<file path="src/rtl/mem_bus_decoder.sv">
// rtl/mem_bus_decoder.sv - PicoRV32 memory bus decoder: RAM forwarding, LED/switch/timer MMIO, error and optional timeout (BUS_TIMEOUT_EN)
module mem_bus_decoder #(
  parameter int          TIMEOUT_CYCLES = 16,
  parameter logic [11:0] RAM_REGION     = 12'h000,
  parameter logic [11:0] LED_REGION     = 12'hFF2,
  parameter logic [11:0] SW_REGION      = 12'hFF3,
  parameter logic [11:0] TMR_REGION     = 12'hFF4,
  parameter logic [31:0] ERR_WORD       = 32'hDEADBEEF
) (
  input  logic        clk,
  input  logic        resetn,
  input  logic        cpu_mem_valid,
  input  logic        cpu_mem_instr,
  output logic        cpu_mem_ready,
  input  logic [31:0] cpu_mem_addr,
  input  logic [31:0] cpu_mem_wdata,
  input  logic [3:0]  cpu_mem_wstrb,
  output logic [31:0] cpu_mem_rdata,
  output logic        ram_mem_valid,
  output logic        ram_mem_instr,
  input  logic        ram_mem_ready,
  output logic [31:0] ram_mem_addr,
  output logic [31:0] ram_mem_wdata,
  output logic [3:0]  ram_mem_wstrb,
  input  logic [31:0] ram_mem_rdata,
  input  logic [9:0]  SW,
  output logic [9:0]  LEDR,
  output logic        bus_error
);

  typedef enum logic [1:0] {IDLE, RAM_WAIT, RESP} state_t;

  state_t      state_q, state_d;
  logic        cpu_ready_q, cpu_ready_d;
  logic [31:0] cpu_rdata_q, cpu_rdata_d;
  logic        ram_valid_q, ram_valid_d;
  logic        ram_instr_q, ram_instr_d;
  logic [31:0] ram_addr_q, ram_addr_d;
  logic [31:0] ram_wdata_q, ram_wdata_d;
  logic [3:0]  ram_wstrb_q, ram_wstrb_d;
  logic [9:0]  led_q, led_d;
  logic [9:0]  sw_meta_q, sw_meta_d;
  logic [9:0]  sw_sync_q, sw_sync_d;
  logic [31:0] tmr_q, tmr_d;
  logic        bus_error_q, bus_error_d;
  logic        err_set, err_clr;
  logic [11:0] region;

`ifdef BUS_TIMEOUT_EN
  localparam logic [7:0] TO_LAST = 8'(TIMEOUT_CYCLES - 1);
  logic [7:0]  to_cnt_q, to_cnt_d;
`else
  localparam int unused_timeout_cycles = TIMEOUT_CYCLES;
`endif

  assign region = cpu_mem_addr[31:20];

  // Next-state: request decode, MMIO access, RAM handshake and timeout
  always_comb begin
    state_d     = state_q;
    cpu_ready_d = cpu_ready_q;
    cpu_rdata_d = cpu_rdata_q;
    ram_valid_d = ram_valid_q;
    ram_instr_d = ram_instr_q;
    ram_addr_d  = ram_addr_q;
    ram_wdata_d = ram_wdata_q;
    ram_wstrb_d = ram_wstrb_q;
    led_d       = led_q;
    sw_meta_d   = SW;
    sw_sync_d   = sw_meta_q;
    tmr_d       = tmr_q + 32'd1;
    err_set     = 1'b0;
    err_clr     = 1'b0;
`ifdef BUS_TIMEOUT_EN
    to_cnt_d    = to_cnt_q;
`endif
    case (state_q)
      IDLE: begin
        if (cpu_mem_valid && !cpu_ready_q) begin
          if (region == RAM_REGION) begin
            ram_valid_d = 1'b1;
            ram_instr_d = cpu_mem_instr;
            ram_addr_d  = cpu_mem_addr;
            ram_wdata_d = cpu_mem_wdata;
            ram_wstrb_d = cpu_mem_wstrb;
            state_d     = RAM_WAIT;
          end else begin
            cpu_ready_d = 1'b1;
            state_d     = RESP;
            if (region == LED_REGION) begin
              cpu_rdata_d = {22'b0, led_q};
              if (cpu_mem_wstrb[0]) led_d[7:0] = cpu_mem_wdata[7:0];
              if (cpu_mem_wstrb[1]) led_d[9:8] = cpu_mem_wdata[9:8];
            end else if (region == SW_REGION) begin
              cpu_rdata_d = {22'b0, sw_sync_q};
            end else if (region == TMR_REGION) begin
              case (cpu_mem_addr[3:2])
                2'd0: begin
                  cpu_rdata_d = tmr_q;
                  if (cpu_mem_wstrb == 4'hF) tmr_d = cpu_mem_wdata;
                end
                2'd1: begin
                  cpu_rdata_d = {31'b0, bus_error_q};
                  if ((cpu_mem_wstrb != 4'h0) && cpu_mem_wdata[0]) err_clr = 1'b1;
                end
                default: cpu_rdata_d = 32'h0;
              endcase
            end else begin
              cpu_rdata_d = ERR_WORD;
              err_set     = 1'b1;
            end
          end
        end
      end
      RAM_WAIT: begin
        if (ram_mem_ready) begin
          cpu_rdata_d = ram_mem_rdata;
          cpu_ready_d = 1'b1;
          ram_valid_d = 1'b0;
          state_d     = RESP;
        end
`ifdef BUS_TIMEOUT_EN
        else if (to_cnt_q == TO_LAST) begin
          cpu_rdata_d = ERR_WORD;
          cpu_ready_d = 1'b1;
          ram_valid_d = 1'b0;
          err_set     = 1'b1;
          state_d     = RESP;
        end else begin
          to_cnt_d = to_cnt_q + 8'd1;
        end
`endif
      end
      RESP: begin
        cpu_ready_d = 1'b0;
`ifdef BUS_TIMEOUT_EN
        to_cnt_d    = 8'd0;
`endif
        state_d     = IDLE;
      end
      default: state_d = IDLE;
    endcase
    // A set in the same cycle as a clear keeps the error visible
    bus_error_d = err_set ? 1'b1 : (err_clr ? 1'b0 : bus_error_q);
  end

  // State and register update with asynchronous clear
  always_ff @(posedge clk or negedge resetn) begin
    if (!resetn) begin
      state_q     <= IDLE;
      cpu_ready_q <= 1'b0;
      cpu_rdata_q <= 32'h0;
      ram_valid_q <= 1'b0;
      ram_instr_q <= 1'b0;
      ram_addr_q  <= 32'h0;
      ram_wdata_q <= 32'h0;
      ram_wstrb_q <= 4'h0;
      led_q       <= 10'h0;
      sw_meta_q   <= 10'h0;
      sw_sync_q   <= 10'h0;
      tmr_q       <= 32'h0;
      bus_error_q <= 1'b0;
`ifdef BUS_TIMEOUT_EN
      to_cnt_q    <= 8'd0;
`endif
    end else begin
      state_q     <= state_d;
      cpu_ready_q <= cpu_ready_d;
      cpu_rdata_q <= cpu_rdata_d;
      ram_valid_q <= ram_valid_d;
      ram_instr_q <= ram_instr_d;
      ram_addr_q  <= ram_addr_d;
      ram_wdata_q <= ram_wdata_d;
      ram_wstrb_q <= ram_wstrb_d;
      led_q       <= led_d;
      sw_meta_q   <= sw_meta_d;
      sw_sync_q   <= sw_sync_d;
      tmr_q       <= tmr_d;
      bus_error_q <= bus_error_d;
`ifdef BUS_TIMEOUT_EN
      to_cnt_q    <= to_cnt_d;
`endif
    end
  end

  assign cpu_mem_ready = cpu_ready_q;
  assign cpu_mem_rdata = cpu_rdata_q;
  assign ram_mem_valid = ram_valid_q;
  assign ram_mem_instr = ram_instr_q;
  assign ram_mem_addr  = ram_addr_q;
  assign ram_mem_wdata = ram_wdata_q;
  assign ram_mem_wstrb = ram_wstrb_q;
  assign LEDR          = led_q;
  assign bus_error     = bus_error_q;

endmodule
</file>
<file path="config.mk">
export PLATFORM = sky130hd
export DESIGN_NAME = mem_bus_decoder
export DESIGN_NICKNAME = d
export VERILOG_FILES = /design/src/rtl/mem_bus_decoder.sv
export SDC_FILE = /design/constraint.sdc
export NUM_CORES = 1
export LEC_CHECK = 0
export ABC_AREA = 1
export BUFFER_PORTS_ARGS = -buffer_cell sky130_fd_sc_hd__buf_2
export CORE_MARGIN = 5
export CORE_UTILIZATION = 32
export CTS_CLUSTER_DIAMETER = 30
export DETAILED_ROUTE_END_ITERATION = 6
export MAX_ROUTING_LAYER = met4
export SLEW_MARGIN = 20
export SYNTH_ARGS = -nofsm -noshare
export SYNTH_HDL_FRONTEND = slang
export SYNTH_SLANG_ARGS = --single-unit
export TNS_END_PERCENT = 1
</file>
<file path="constraint.sdc">
create_clock -name clk -period 2.65 [get_ports clk]
set_clock_uncertainty 0.05 [all_clocks]
set_input_delay 0.1325 -clock clk [delete_from_list [all_inputs] [get_ports clk]]
set_output_delay 0.1325 -clock clk [all_outputs]
set_load 0.01 [all_outputs]
</file>
==> reports/results.ini <==
[outcome]
status=finished clean

[power_and_ir_drop]
ir_worst_vdd_mv=0.365
p_per_area_nw_per_um2=558
p_leak_uw=0.00599

[flow_run]
maxCapViolCount=0

[finish]
antennaDiodeCount=0
layout-drive-gt1-share=0.223
design.final.nets=1534
final_util=0.441
syn_to_final_growth_pct=36.3

[floorplanning]
die_h_um=172
io_pins=229
fp-row-count=59
dieArea_sq_um=29600
coreArea_sq_um=25900
start_util=0.324
die_w_um=172

[grt]
antenna_found_initial=0
overflow=0
gr-usage-all-layers=0.187
grt_max_degree=50
grt_pass1_wl_mm=42.2
grt_pass1_vias=7766

[yosys]
postSynthCellCount=1096
synth_fp_nets=1215
yosys-top-cells-count=nand2_1, dfrtp_1, nor2_1
ys_ff_latch=168
synth.distinct_cells=35
synth_most_common_cell=nand2_1
synth_top_cell_area_share=0.501
yosys.area.top_type=dfrtp_1
yosysSeqAreaShare=0.501
synth.area.top_cells=dfrtp_1, nand2_1, nor2_1
synthArstFlopShare=1.00
synth_edf_count=0
synth_warnings=0
syn_area_sq_um=8390
avgSynthCellArea_sq_um=7.66
synthFlopType=dfrtp_1

[setup_path]
crit_top_cell=nor2_1
cp_data_arrival_time_ps=2630
crit_buf_inv=2
r2r_slack_ps=290
crit_cells=9
r2r_end=cpu_mem_rdata[11]
r2r_cells=9
cp_slowest_stage_delay_ps=560
startpoint=state_q[1]
path_max_fanout=39
critPathCapture=cpu_mem_rdata[11]
regToRegStartpoint=state_q[1]
startpoint_type=flip-flop
cpLargestDelayFamily=simple AND/OR/NAND/NOR gates
required_ps=2920
cp-end-kind=flip-flop
path_class=flip-flop to flip-flop
critPathSlowestCell=inv_2
cp_cell_sequence=inv_1, ha_1, nor2_1, nor3_4, nand2_4, inv_2, nand2_1, nor2_1, nor2_1

[timing]
tns_ps=0
fin_crit_ps=2360
rsz0062_at_grt=no
holdWs_ps=12.2
final_hold_viol_count=0
fmax_ghz=0.424
tightest_slew_ps=685
relSlewSlack=0.543
setup_viol=0
finalCritPeriodShare=0.890
drv_slew=0

[clock_tree]
cts_sinks=168
clk-insertion-delay-late_ps=430
cts_tree=yes
htreeDepth=4
cts-root-buf=clkbuf_16
cts.clk_slew.worst_paths_ps=80
clockBufferDepth=2
cts_buffers=17

[drt]
wl_mm=26.7
vias=7896
dr.first_iter.drc_count=592
drc=0
avgViaCountPerCell=4.48
ant_nets=0
dr.pass1.iters=5
routedWlPerCell_um=15.1

[place]
portBuffers=228
globalplace.congestion=0.914
dpl.hpwl_mm=19.9

[min_path]
hp-class=input port to flip-flop

## kinds of logic (layout without fill, tap and decap cells)
| kind of cell | Yosys count | in the layout | synth area share |
|---|---|---|---|
| compound gates | 114 | 114 | 0.0721 |
| xor+xnor | 16 | 16 | 0.0167 |
| fa+ha+maj | 4 | 4 | 0.00596 |
| buf+inv | 173 | 505 | 0.0875 |
| flops | 168 | 168 | 0.501 |
| simple gates | 621 | 621 | 0.317 |
## tightest hold or removal path: cells and delay by family
family / cells / cell delay, ps
compound gates: 1 / 140
simple gates: 1 / 80
buf+inv: 1 / 90
## how the worst min path moves through the flow
| stage | startpoint | endpoint | slack [ps] | cells after the start |
|---|---|---|---|---|
| finish | ram_mem_ready | state_q[0] | 10 | 3 |
| global route | ram_mem_rdata[5] | cpu_mem_rdata[5] | 40 | 5 |
| CTS | ram_mem_ready | state_q[0] | 3 | 3 |
| detailed placement | resetn | cpu_mem_rdata[25] | 50 | 1 |
| global placement | resetn | cpu_mem_rdata[25] | 60 | 1 |
| floorplan | resetn | LEDR[0] | -210 | 0 |
## repair_timing
item	in CTS	in global routing
setup buffers	0	0
gates resized for setup	0	0
endpoints found under the hold margin	171	0
hold buffers	97	0
## cell type report
type	instances	area (sq um)
fillers	2602	14500
flip-flops and latches	168	4200
multi-input cells	755	3460
repair buffers	338	2250
inverters	135	507
clock buffers	17	425
well taps	335	419
clock inverters	15	174
## layer usage
metal	track usage	vias up	wire [um]
li1	-	3998	-
met1	0.257	3636	12400
met2	0.289	236	12100
met3	0.0359	26	1700
met4	0.0455	0	395
met5	-	-	0
## where the power goes
part           switching, uW  total (uW)  internal, uW
Sequential              68.7        2740          2670
Combinational            721        1130           410
Clock                   1240        2520          1280
Total                   2030        6380          4360
## sequential cells by signal, summed over array words and instances (netlist names), 4 cells and up
name	count
cpu_mem_rdata	32
sw_meta_q	10
ram_mem_addr	32
LEDR	10
tmr_q	32
ram_mem_wdata	32
ram_mem_wstrb	4
sw_sync_q	10
## layout by cell type, fill, tap and decap left out, drive strengths merged
cell type / n
nand2: 392
buf: 241
dfrtp: 168
nor2: 159
inv: 144
dlygate4sd3: 97
o21ai: 88
nand3: 46
a21oi: 22
clkbuf: 17
nand4: 11
xor2: 9
nand3b: 7
xnor2: 7
clkinv: 6
nor3: 5
ha: 4
o22ai: 1
a22oi: 1
nor3b: 1
o211ai: 1
o21bai: 1
## metrics by stage
stage | area, sq um | instances | total power [uW] | worst slack (ps)
floorplan | 8390 | 1096 | 3460 | 907
global placement | 9870 | 1634 | 3790 | 411
detailed placement | 9870 | 1634 | 3810 | 305
CTS | 11400 | 1763 | 6460 | 295
global route | 11400 | 1763 | 6710 | 41.0
finish | 11400 | 1763 | 6390 | 292
No activity file was read; power rests on OpenSTA's default activity.
